**src/rtl/matrix_scan_ctrl.sv**
```systemverilog
// Row-scan sequencer with a double-buffered frame for the LED/button matrix column driver.
// Define SCAN_BLANK_EN to insert BLANK all-off cycles between rows; otherwise rows run back-to-back.
module matrix_scan_ctrl #(
  parameter int unsigned ROW       = 4,
  parameter int unsigned COL       = 4,
  parameter int unsigned PIXEL     = ROW * COL,
  parameter int unsigned BIT_COUNT = 2,
  parameter int unsigned DWELL     = 1000,
  parameter int unsigned BLANK     = 8,
  parameter int unsigned TMR_W     = 16
) (
  input  logic                 clk,
  input  logic                 rst_n,
  input  logic                 enable,
  input  logic [PIXEL-1:0]     frame_in,
  input  logic                 frame_valid,
  output logic                 frame_ready,
  output logic [PIXEL-1:0]     display_matrix,
  output logic [BIT_COUNT-1:0] count,
  output logic [ROW-1:0]       row_n,
  output logic                 blank,
  output logic                 frame_start
);

  localparam int unsigned TmrSpan = (DWELL > BLANK) ? DWELL : BLANK;

  // Elaboration-time sanity checks on the parameter set.
  if ($clog2(ROW) > BIT_COUNT) begin : g_bad_count
    $error("BIT_COUNT too narrow for ROW");
  end
  if ($clog2(TmrSpan) > TMR_W) begin : g_bad_timer
    $error("TMR_W too narrow for DWELL/BLANK");
  end
  if (DWELL < 1 || BLANK < 1) begin : g_bad_dwell
    $error("DWELL and BLANK must be at least 1");
  end
  if (PIXEL != ROW * COL) begin : g_bad_pixel
    $error("PIXEL must equal ROW*COL");
  end

  localparam logic [1:0] StIdle  = 2'd0;
  localparam logic [1:0] StDrive = 2'd1;
`ifdef SCAN_BLANK_EN
  localparam logic [1:0] StBlank = 2'd2;
  localparam logic [TMR_W-1:0] BlankLast = TMR_W'(BLANK - 1);
`endif

  localparam logic [TMR_W-1:0]     DwellLast = TMR_W'(DWELL - 1);
  localparam logic [BIT_COUNT-1:0] RowLast   = BIT_COUNT'(ROW - 1);

  logic [1:0]           state_q, state_d;
  logic [BIT_COUNT-1:0] count_q, count_d, count_inc;
  logic [TMR_W-1:0]     timer_q, timer_d;
  logic                 wrap;
  logic                 boundary;

  logic [ROW-1:0]       row_n_q, row_n_d;
  logic                 blank_q, blank_d;
  logic                 frame_start_q;

  logic [PIXEL-1:0]     shadow_q, shadow_d;
  logic [PIXEL-1:0]     display_q, display_d;
  logic                 full_q, full_d;
  logic                 capture;

  // Explicit wrap so non-power-of-two ROW works.
  assign wrap      = (count_q == RowLast);
  assign count_inc = wrap ? '0 : count_q + 1'b1;

  always_comb begin
    state_d  = state_q;
    count_d  = count_q;
    timer_d  = timer_q + 1'b1;
    boundary = 1'b0;
    if (!enable) begin
      state_d = StIdle;
      count_d = '0;
      timer_d = '0;
    end else begin
      unique case (state_q)
        StIdle: begin
          state_d  = StDrive;
          count_d  = '0;
          timer_d  = '0;
          boundary = 1'b1;
        end
        StDrive: begin
          if (timer_q == DwellLast) begin
            timer_d = '0;
`ifdef SCAN_BLANK_EN
            state_d = StBlank;
`else
            count_d  = count_inc;
            boundary = wrap;
`endif
          end
        end
`ifdef SCAN_BLANK_EN
        StBlank: begin
          if (timer_q == BlankLast) begin
            timer_d  = '0;
            state_d  = StDrive;
            count_d  = count_inc;
            boundary = wrap;
          end
        end
`endif
        default: begin
          state_d = StIdle;
          count_d = '0;
          timer_d = '0;
        end
      endcase
    end
  end

  // Outputs are computed from next state so they are registered yet track the state.
  always_comb begin
    row_n_d = '1;
    for (int unsigned r = 0; r < ROW; r++) begin
      if (state_d == StDrive && count_d == BIT_COUNT'(r)) begin
        row_n_d[r] = 1'b0;
      end
    end
`ifdef SCAN_BLANK_EN
    blank_d = (state_d == StBlank);
`else
    blank_d = 1'b0;
`endif
  end

  // A frame accepted on the boundary edge lands in the shadow, never directly on display.
  always_comb begin
    capture   = frame_valid & ~full_q;
    shadow_d  = shadow_q;
    display_d = display_q;
    full_d    = full_q;
    if (boundary && full_q) begin
      display_d = shadow_q;
      full_d    = 1'b0;
    end
    if (capture) begin
      shadow_d = frame_in;
      full_d   = 1'b1;
    end
  end

  always_ff @(posedge clk) begin
    if (!rst_n) begin
      state_q       <= StIdle;
      count_q       <= '0;
      timer_q       <= '0;
      row_n_q       <= '1;
      blank_q       <= 1'b0;
      frame_start_q <= 1'b0;
      shadow_q      <= '0;
      display_q     <= '0;
      full_q        <= 1'b0;
    end else begin
      state_q       <= state_d;
      count_q       <= count_d;
      timer_q       <= timer_d;
      row_n_q       <= row_n_d;
      blank_q       <= blank_d;
      frame_start_q <= boundary;
      shadow_q      <= shadow_d;
      display_q     <= display_d;
      full_q        <= full_d;
    end
  end

  assign frame_ready    = ~full_q;
  assign display_matrix = display_q;
  assign count          = count_q;
  assign row_n          = row_n_q;
  assign blank          = blank_q;
  assign frame_start    = frame_start_q;

endmodule
```
**config.mk**
```make
export PLATFORM = sky130hd
export DESIGN_NAME = matrix_scan_ctrl
export DESIGN_NICKNAME = d
export VERILOG_FILES = /design/src/rtl/matrix_scan_ctrl.sv
export SDC_FILE = /design/constraint.sdc
export NUM_CORES = 1
export LEC_CHECK = 0
export ABC_AREA = 1
export CAP_MARGIN = 5
export CORE_UTILIZATION = 55
export DETAILED_ROUTE_END_ITERATION = 8
export GPL_TIMING_DRIVEN = 1
export PLACE_DENSITY = 0.89
export SYNTH_ARGS = -nofsm -noshare
export SYNTH_HDL_FRONTEND = slang
export SYNTH_SLANG_ARGS = --single-unit
export TNS_END_PERCENT = 50
```
**constraint.sdc**
```tcl
create_clock -name clk -period 2.4 [get_ports clk]
set_clock_uncertainty 0.1 [all_clocks]
set_input_delay 0.48 -clock clk [delete_from_list [all_inputs] [get_ports clk]]
set_output_delay 0.48 -clock clk [all_outputs]
set_load 0.005 [all_outputs]
```
# Word-level counts from Yosys, hierarchy flattened
# Cells that the tools add are included.
dict set report totals {
  register_bits 58
  input_bits 20
  output_inout_bits 25
  word_cells 46
}
dict set report classes {
  addsub 2
  eq_ne 7
  muxes 15
  bitwise_logic 5
  n_reduce_logical 9
}
# cell count
set op_table {}
lappend op_table {{$add A16 B1 Y16 const B} 1}
lappend op_table {{$eq A16 B10 Y1 const B} 1}
lappend op_table {{$mux W2} 5}
lappend op_table {{$mux W1} 8}
lappend op_table {{$eq A2 B1 Y1 const B} 3}
lappend op_table {{$eq A2 B2 Y1 const B} 3}
lappend op_table {{$logic_and A1 B1 Y1} 5}
lappend op_table {{$logic_not A2 Y1} 2}
lappend op_table {{$not A1 Y1} 4}
lappend op_table {{$pmux W2 S2} 1}
lappend op_table {{$reduce_or A4 Y1} 1}
lappend op_table {{$add A2 B1 Y2 const B} 1}
lappend op_table {{$pmux W1 S2} 1}
lappend op_table {{$reduce_bool A2 Y1} 1}
lappend op_table {{$and A1 B1 Y1} 1}

# Depth between registers and ports, before layout
# Gate-level depths: netlist (run 1).
dict set report depth {
  word_depth 8
  depth_mapped 11
  mapped_depth_nobuf 10
}

# Worst setup path after synthesis (run 1)
# No wires, ideal clock.
dict set report synth_timing {
  path_type {input port to flip-flop}
  startpoint {input port enable}
  endpoint {register display_q[5], in the netlist display_matrix[5]}
  setup_ns 0.115
  arrival_time_ns 1.385
  t_required_ns 2.185
  setup_slack_ns 0.800
  path_stages 8
  n_path_buf 1
  path_cell_list {inv_1 > nor2_1 > inv_1 > nor2_1 > buf_2 > nand3_1 > nand2_1 > nor2_1}
}
dict set report synth_via {
  elab_chain_len 2
}
# item line
set synth_rtl {}
lappend synth_rtl {{start: declaration} 14} ;# input logic enable,
lappend synth_rtl {{$mux W1} 75} ;# if (!enable) begin
lappend synth_rtl {{$logic_and A1 B1 Y1} 138} ;# if (boundary && full_q) begin
lappend synth_rtl {{end signal: assignment} 167} ;# display_q <= display_d;
lappend synth_rtl {{end: declaration} 62} ;# logic [PIXEL-1:0] display_q, display_d;
# Every way passes these cells.
# A chain may end at the register's enable or synchronous reset.

# Worst setup path in the final report (run 1)
dict set report layout_timing {
  startpoint {register count_q[0], in the netlist count[0]}
  endpoint {output port count[0]}
}
# item line
set layout_lines {}
lappend layout_lines {{start: declaration} 52} ;# logic [BIT_COUNT-1:0] count_q, count_d, count_inc;
lappend layout_lines {{start signal: assignment} 161} ;# count_q <= count_d;
lappend layout_lines {{end: declaration} 19} ;# output logic [BIT_COUNT-1:0] count,
# No word-level cell between the ends.

==> flow_summary.yaml, run 1 <==
run_status:
  status: "finished, final reports clean"
yosys:
  ys_ff_latch: 58
  synth_top_cell_by_area: "dfxtp_1"
  ys.flop_type: "dfxtp_1"
  synth_fa_ha_area_frac: 0.0101
  synth-simple-area-share: 0.280
  synthXorXnorAreaFrac: 0
  async_flop_share: 0
  synth_compound_area_frac: 0.129
  synth.distinct_cells: 29
  synth_top_area_share: 0.471
  synth_area_leaders: "dfxtp_1, a21oi_1, nand2_1"
  synth_cells: 329
  ys_warn_count: 0
  synth-seq-area-share: 0.471
  synthMuxAreaShare: 0
  synth_top_family_by_area: "simple AND/OR/NAND/NOR gates"
  syn_area_um2: 2470
  synth_edf_count: 0
  synth.avg_cell_area_um2: 7.50
worst_setup_path:
  cp_top_family: "buffers and inverters"
  start_kind: "register"
  crit_slowest_cell: "clkdlybuf4s50_1"
  worstSetupPathType: "reg -> out"
  crit_path_end_kind: "output port"
  r2r_slack_ps: 630
  r2r-start: "timer_q[0]$_SDFF_PP0_"
  cp_max_fo: 4
  required_ps: 1820
  worstPathBufferInverterCount: 1
  r2r_end: "display_matrix[12]$_SDFFE_PN0P_"
  cp_cell_sequence: "clkdlybuf4s50_1"
  r2r_cells: 10
  worstPathArrival_ps: 1280
  max_stage_delay_ps: 530
drt:
  wl_per_cell_um: 12.3
  totalWireLength_um: 5250
  first_pass_iters: 4
  via_count: 2251
  drc: 0
  detail-route-antenna-nets: 0
  drt-initial-drc-count: 156
  viasPerCell: 5.27
sta:
  fin_setup_tns_ps: 0
  rsz0062_at_grt: "false"
  hold_violations: 0
  timing.fmax_mhz: 539
  period_minus_slack_ps: 1860
  finalSetupViolations: 0
  report.final.slew_viol_count: 0
  period_share: 0.773
placement:
  gp_congestion: 0.940
  port_buffers: 43
  hpwl_um: 3570
floorplan:
  die_w_um: 69.0
  coreArea_um2: 4140
  io_pins: 45
  die_y_um: 69.0
  row_count: 23
  initial_utilization: 0.595
  die_area_um2: 4760
cts:
  clock_latency_ps: 340
  ctsResizeCount: 0
  cts_tree: "yes"
  clk_path_buf_depth: 2
  numCtsBuffers: 9
  clk_pin_slew_ps: 60
  clock_tree.root_cell: "clkbuf_8"
  ctsHoldBuffers: 0
  cts_htree_levels: 3
  post_cts_buffers: 0
  clock-sinks: 58
worst_hold_path:
  hp-start: "timer_q[0]$_SDFF_PP0_"
  hp-class: "reg -> reg"
  whs_path_depth: 1
  hold_end: "timer_q[0]$_SDFF_PP0_"
finish:
  regArea_um2: 1160
  nNetsFinal: 395
  drive_gt1_frac: 0.0796
  fillers: 306
  antenna_cells: 0
  syn_to_final_growth_pct: 25.2
  multi_input_area_um2: 1040
power:
  vdd_drop_max_v: 0.000318
  p_leak_uw: 0.00120
  p_per_area_nw_per_um2: 680
  power_uw: 2100
global_routing:
  grt_max_degree: 35
  grt_overflow_total: 0
  antenna_found_initial: 0
  grt_pass1_vias: 2010
  grt_pass1_wl_um: 8510
  grt_use_total: 0.253
run:
  drv_cap: 0
[cell usage after synthesis, types with 2 or more instances]
cell,number
inv_1,40
buf_8,2
nand4_1,6
nand3b_1,2
nand3_1,35
nand3_2,2
inv_2,2
o21ai_0,19
nor2_4,2
a21oi_1,43
buf_2,3
nor3b_1,3
nor3_1,4
dfxtp_1,58
nand2_2,2
nor2_1,41
clkbuf_1,5
nand2_1,47
buf_6,2
ha_1,2
[cell usage in the layout, fill, tap and decap left out]
master,netlist,final
nor2_4,2,2
nand3b_1,2,2
clkbuf_8,1,12
inv_1,40,40
or2_0,1,1
nor2_2,1,2
nand4_1,6,6
inv_2,2,2
nand3_1,35,35
nand2_2,2,2
nor3_2,1,1
a211oi_1,1,1
nand3_2,2,2
clkdlybuf4s50_1,0,43
conb_1,1,2
nor3b_1,3,3
clkbuf_1,5,1
nand2_1,47,47
buf_4,1,4
a21oi_1,43,43
bufinv_16,0,1
nor2_1,41,40
clkinv_2,0,1
o21ai_0,19,19
dfxtp_1,58,58
nand2_4,1,1
ha_1,2,2
nor3_1,4,4
[state kept, by name (all words and copies together) (netlist names)]
signal / count
frame_start: 1
full_q: 1
shadow_q: 16
state_q: 2
count: 2
timer_q: 16
row_n: 4
display_matrix: 16
[power breakdown]
| group | internal, µW | switching [µW] |
|---|---|---|
| clock network | 557 | 362 |
| registers | 1000 | 14.2 |
| logic | 83.9 | 81.2 |
[how the worst max path moves through the flow]
| stage | from | endpoint | slack (ps) | cells past startpoint |
|---|---|---|---|---|
| 6_report | count[0]$_SDFF_PN0_ | count[0] | 540 | 1 |
| 3_5_place_dp | enable | timer_q[3]$_SDFF_PP0_ | 290 | 7 |
| 5_1_grt | timer_q[0]$_SDFF_PP0_ | display_matrix[12]$_SDFFE_PN0P_ | 410 | 10 |
| 3_3_place_gp | enable | display_matrix[8]$_SDFFE_PN0P_ | 350 | 9 |
| 4_1_cts | count[0]$_SDFF_PN0_ | count[0] | 550 | 1 |
| 2_1_floorplan | enable | display_matrix[5]$_SDFFE_PN0P_ | 800 | 8 |
[cell families after synthesis]
logic type                 count (synthesis)
DFF                                       58
AOI/OAI and AO/OA                         63
and+or+nand+nor                          148
buffers and inverters                     57
adders and majority gates                  2
other                                      1
[final cells by class]
| class | count | share of cell area |
|---|---|---|
| Sequential cell | 58 | 0.376 |
| Multi-Input combinational cell | 215 | 0.338 |
| Timing Repair Buffer | 47 | 0.149 |
| Clock buffer | 13 | 0.0547 |
| Inverter | 42 | 0.0511 |
| Tap cell | 50 | 0.0203 |
| Clock inverter | 2 | 0.0113 |
[per-layer routing]
| metal | GRT usage | routed length (µm) |
|---|---|---|
| met1 | 0.294 | 2380 |
| met2 | 0.417 | 2430 |
| met3 | 0.0609 | 306 |
| met4 | 0.151 | 136 |
| met5 | 0 | 0 |
[per-stage QoR]
step | cells | area, µm² | worst slack [ps] | hold slack [ps] | util
floorplan | 330 | 2470 | 800 | 318 | -
global placement | 412 | 2880 | 347 | 333 | 0.696
detailed placement | 412 | 2880 | 291 | 345 | 0.696
CTS | 427 | 3090 | 547 | 355 | 0.745
global route | 427 | 3090 | 407 | 369 | 0.745
finish | 427 | 3090 | 544 | 352 | 0.745
Note: power is estimated with default switching activity, not from simulation.
==> run 2: changes to the inputs <==
--- a/config.mk
+++ b/config.mk
@@ -7,10 +7,10 @@
 export LEC_CHECK = 0
 export ABC_AREA = 1
 export CAP_MARGIN = 5
-export CORE_UTILIZATION = 55
+export CORE_UTILIZATION = 52
 export DETAILED_ROUTE_END_ITERATION = 8
 export GPL_TIMING_DRIVEN = 1
-export PLACE_DENSITY = 0.89
+export PLACE_DENSITY = 0.85
 export SYNTH_ARGS = -nofsm -noshare
 export SYNTH_HDL_FRONTEND = slang
 export SYNTH_SLANG_ARGS = --single-unit
==> constraint.sdc (replaced) <==
create_clock -name clk -period 1.9 [get_ports clk]
set_clock_uncertainty 0.1 [all_clocks]
set_input_delay 0.38 -clock clk [delete_from_list [all_inputs] [get_ports clk]]
set_output_delay 0.38 -clock clk [all_outputs]
set_load 0.005 [all_outputs]
==> run 2 against run 1 <==
Effect of this change:
- global-route usage is 1.9 points lower
- power is 25% higher
- non-clock buffer count is 3 higher
- combinational power is 31% higher
- cell area is 1.6% higher
==> flow_summary.yaml, run 2 (synthesis gave the netlist of run 1 again) <==
drt:
  totalWireLength_um: 5410
  via_count: 2266
  detail-route-antenna-nets: 0
  first_pass_iters: 6
  wl_per_cell_um: 12.5
  drt-initial-drc-count: 150
  drc: 0
  viasPerCell: 5.23
run_status:
  status: "finished, final reports clean"
global_routing:
  grt_pass1_wl_um: 9120
  grt_overflow_total: 0
  grt_max_degree: 35
  antenna_found_initial: 0
  grt_use_total: 0.234
  grt_pass1_vias: 2143
finish:
  antenna_cells: 0
  nNetsFinal: 398
  syn_to_final_growth_pct: 27.2
  fillers: 350
  fin_area_um2: 3140
  layout_common_cells: "dfxtp_1, nand2_1, a21oi_1, clkdlybuf4s50_1"
  final_common_cell: "dfxtp_1"
  fin_util: 0.706
  drive_gt1_frac: 0.0892
cts:
  cts_tree: "yes"
  ctsResizeCount: 0
  clock_tree.root_cell: "clkbuf_8"
  ctsHoldBuffers: 0
  clk_pin_slew_ps: 70
  clock-sinks: 58
  clock_latency_ps: 340
  cts_htree_levels: 3
  post_cts_buffers: 0
  numCtsBuffers: 9
  clk_path_buf_depth: 2
worst_setup_path:
  cp_max_fo: 34
  start_kind: "register"
  worstPathArrival_ps: 1890
  crit_path_end_kind: "register"
  required_ps: 2030
  worstSetupPathType: "reg -> reg"
floorplan:
  die_w_um: 70.9
  io_pins: 45
  die_y_um: 70.9
  initial_utilization: 0.555
  row_count: 24
  coreArea_um2: 4440
  die_area_um2: 5020
sta:
  fin_setup_tns_ps: 0
  timing.fmax_mhz: 571
  period_share: 0.922
  report.final.slew_viol_count: 0
  setup_slack_ps: 149
  period_minus_slack_ps: 1750
  hold_violations: 0
  finalSetupViolations: 0
  rsz0062_at_grt: "false"
power:
  p_per_area_nw_per_um2: 833
  vdd_drop_max_v: 0.000559
  p_leak_uw: 0.00122
worst_hold_path:
  hp-class: "reg -> reg"
placement:
  dp_slack_ps: -21.0
  place_area_um2: 2930
  gp_congestion: 0.917
  hpwl_um: 3760
  port_buffers: 43
run:
  drv_cap: 0
## run 2: worst paths after layout
kind                            cells past startpoint                             end  slack [ps]             startpoint
worst max-delay path                               10  display_matrix[2]$_SDFFE_PN0P_         150  timer_q[0]$_SDFF_PP0_
worst min-delay path                                1           timer_q[0]$_SDFF_PP0_         350  timer_q[0]$_SDFF_PP0_
worst max register to register                     10  display_matrix[2]$_SDFFE_PN0P_         150  timer_q[0]$_SDFF_PP0_
worst min register to register                      1           timer_q[0]$_SDFF_PP0_         350  timer_q[0]$_SDFF_PP0_
## run 2: critical path: stages, from the launching register on
cell and delay, ps:
dfxtp_1 360, ha_1 230, nand2_1 70, inv_1 100, nand2_1 90, nor2_4 140, nand3_2 130, nand2_8 200
nand3_1 120, nand2_1 70, nor2_1 40
## run 2: metrics by stage
step	instances	power (µW)	hold slack (ps)
after global placement	417	1520	330
after detailed placement	417	1520	338
after global routing	433	2700	383
after floorplan	330	1420	318
after CTS	433	2620	353
final	433	2610	350
## run 2: power breakdown
part           switching, µW  internal (µW)
Combinational            106            110
Clock                    479            636
Sequential              19.0           1260
Total                    604           2010
## run 2: final cells by class
class	count	area (µm²)	share of cell area
Sequential cell	58	1160	0.370
Multi-Input combinational cell	215	1050	0.335
Timing Repair Buffer	50	508	0.162
Inverter	42	158	0.0502
Clock buffer	11	141	0.0451
Tap cell	52	65.1	0.0207
Clock inverter	5	53.8	0.0171
## run 2: routing by layer
| metal | share of wire | up-vias | wire, µm | global-route usage |
|---|---|---|---|---|
| met5 | 0 | - | 0 | 0 |
| met4 | 0.018 | 0 | 95 | 0.131 |
| met3 | 0.060 | 12 | 325 | 0.0670 |
| met2 | 0.50 | 68 | 2710 | 0.395 |
| met1 | 0.42 | 1026 | 2280 | 0.267 |
| li1 | - | 1160 | - | - |
==> run 3: changes to the inputs <==
--- a/config.mk
+++ b/config.mk
@@ -10,6 +10,7 @@
 export CORE_UTILIZATION = 52
 export DETAILED_ROUTE_END_ITERATION = 8
 export GPL_TIMING_DRIVEN = 1
+export MAX_ROUTING_LAYER = met4
 export PLACE_DENSITY = 0.85
 export SYNTH_ARGS = -nofsm -noshare
 export SYNTH_HDL_FRONTEND = slang
==> run 3 against run 2 <==
Effect of this change:
- sequential power is essentially flat
- register-to-register slack better by 40 ps
- wire length up 0.30%
- largest power group unchanged
==> flow_summary.yaml, run 3 (synthesis gave the netlist of run 1 again) <==
run_status:
  status: "finished, final reports clean"
placement:
  port_buffers: 43
  gp_congestion: 0.945
  hpwl_um: 3610
worst_setup_path:
  worstPathBufferInverterCount: 2
  cp_cell_sequence: "inv_1 -> clkdlybuf4s50_1"
  max_stage_delay_ps: 520
  crit_end: "frame_ready"
  path_depth: 2
  r2r-start: "timer_q[0]$_SDFF_PP0_"
  r2r_slack_ps: 190
  r2r_cells: 9
  cp_top_family: "buffers and inverters"
  worstPathArrival_ps: 1260
  crit_slowest_cell: "clkdlybuf4s50_1"
  crit_path_end_kind: "output port"
  worstSetupPathType: "reg -> out"
  crit_start: "full_q$_SDFFE_PN0P_"
  r2r_end: "display_matrix[8]$_SDFFE_PN0P_"
  required_ps: 1420
  cp_max_fo: 3
  start_kind: "register"
drt:
  viasPerCell: 5.34
  detail-route-antenna-nets: 0
  totalWireLength_um: 5430
  drc: 0
  via_count: 2305
  wl_per_cell_um: 12.6
  first_pass_iters: 7
  drt-initial-drc-count: 204
power:
  p_leak_uw: 0.00122
  vdd_drop_max_v: 0.000455
  p_per_area_nw_per_um2: 852
finish:
  layout_common_cells: "dfxtp_1, nand2_1, a21oi_1, clkdlybuf4s50_1"
  syn_to_final_growth_pct: 28.2
  drive_gt1_frac: 0.0895
  nNetsFinal: 398
  antenna_cells: 0
  final_common_cell: "dfxtp_1"
  fillers: 362
floorplan:
  coreArea_um2: 4440
  row_count: 24
  io_pins: 45
  die_y_um: 70.9
  die_w_um: 70.9
  die_area_um2: 5020
  initial_utilization: 0.555
cts:
  clk_path_buf_depth: 2
  cts_tree: "yes"
  clock-sinks: 58
  cts_htree_levels: 3
  ctsResizeCount: 0
  numCtsBuffers: 9
  clock_latency_ps: 330
  post_cts_buffers: 0
  clk_pin_slew_ps: 60
  ctsHoldBuffers: 0
  clock_tree.root_cell: "clkbuf_8"
sta:
  finalSetupViolations: 0
  rsz0062_at_grt: "false"
  whs_ps: 350
  period_minus_slack_ps: 1740
  timing.fmax_mhz: 575
  hold_violations: 0
  report.final.slew_viol_count: 0
  fin_setup_tns_ps: 0
  period_share: 0.915
run:
  drv_cap: 0
global_routing:
  grt_pass1_vias: 2018
  grt_pass1_wl_um: 8980
  grt_use_total: 0.238
  antenna_found_initial: 0
  grt_overflow_total: 0
  grt_max_degree: 35
worst_hold_path:
  hp-class: "reg -> reg"
## run 3: where the power goes
part           total, µW  internal [µW]  switching (µW)
clock network       1200            723             473
registers           1280           1260            18.3
logic                214            110             105
total               2690           2100             596
## run 3: cell type report
cell class / instances / area (µm²) / area share
multi-input cells: 216 / 1070 / 0.338
clock buffers: 9 / 124 / 0.0392
repair buffers: 49 / 500 / 0.158
flip-flops and latches: 58 / 1160 / 0.367
inverters: 42 / 158 / 0.0499
well taps: 52 / 65.1 / 0.0206
clock inverters: 6 / 82.6 / 0.0261
## run 3: worst min-delay path by stage
stage	cells past startpoint	slack, ps	start	end
final	1	350	timer_q[0]$_SDFF_PP0_	timer_q[0]$_SDFF_PP0_
after CTS	1	350	timer_q[0]$_SDFF_PP0_	timer_q[0]$_SDFF_PP0_
after global routing	1	380	timer_q[0]$_SDFF_PP0_	timer_q[0]$_SDFF_PP0_
after floorplan	1	320	timer_q[0]$_SDFF_PP0_	timer_q[0]$_SDFF_PP0_
after detailed placement	1	340	timer_q[0]$_SDFF_PP0_	timer_q[0]$_SDFF_PP0_
after global placement	1	330	timer_q[0]$_SDFF_PP0_	timer_q[0]$_SDFF_PP0_
## run 3: worst reg2reg max path, cell delays in order, from the launching register on
cell	delay, ps
dfxtp_1	350
ha_1	220
nand2_1	70
inv_1	90
nand2_1	90
nor2_4	160
nand3_4	140
nand2_4	210
a21oi_1	110
nor2_1	120
## run 3: stage by stage
step | cell area, µm² | power (µW) | setup WS, ps | utilization | instances
2_1_floorplan | 2470 | 1420 | 379 | - | 330
5_1_grt | 3160 | 2790 | 35.9 | 0.711 | 432
6_report | 3160 | 2690 | 161 | 0.711 | 432
4_1_cts | 3130 | 2700 | 82.6 | 0.705 | 431
3_3_place_gp | 2930 | 1510 | 55.2 | 0.659 | 416
3_5_place_dp | 2930 | 1520 | 4.87 | 0.659 | 416
## run 3: per-layer routing
metal,vias to the layer above,track usage,wire length (µm)
met3,16,0.0570,328
met1,1044,0.291,2430
met5,-,-,0
met4,0,0.120,136
met2,84,0.369,2540
li1,1161,-,-
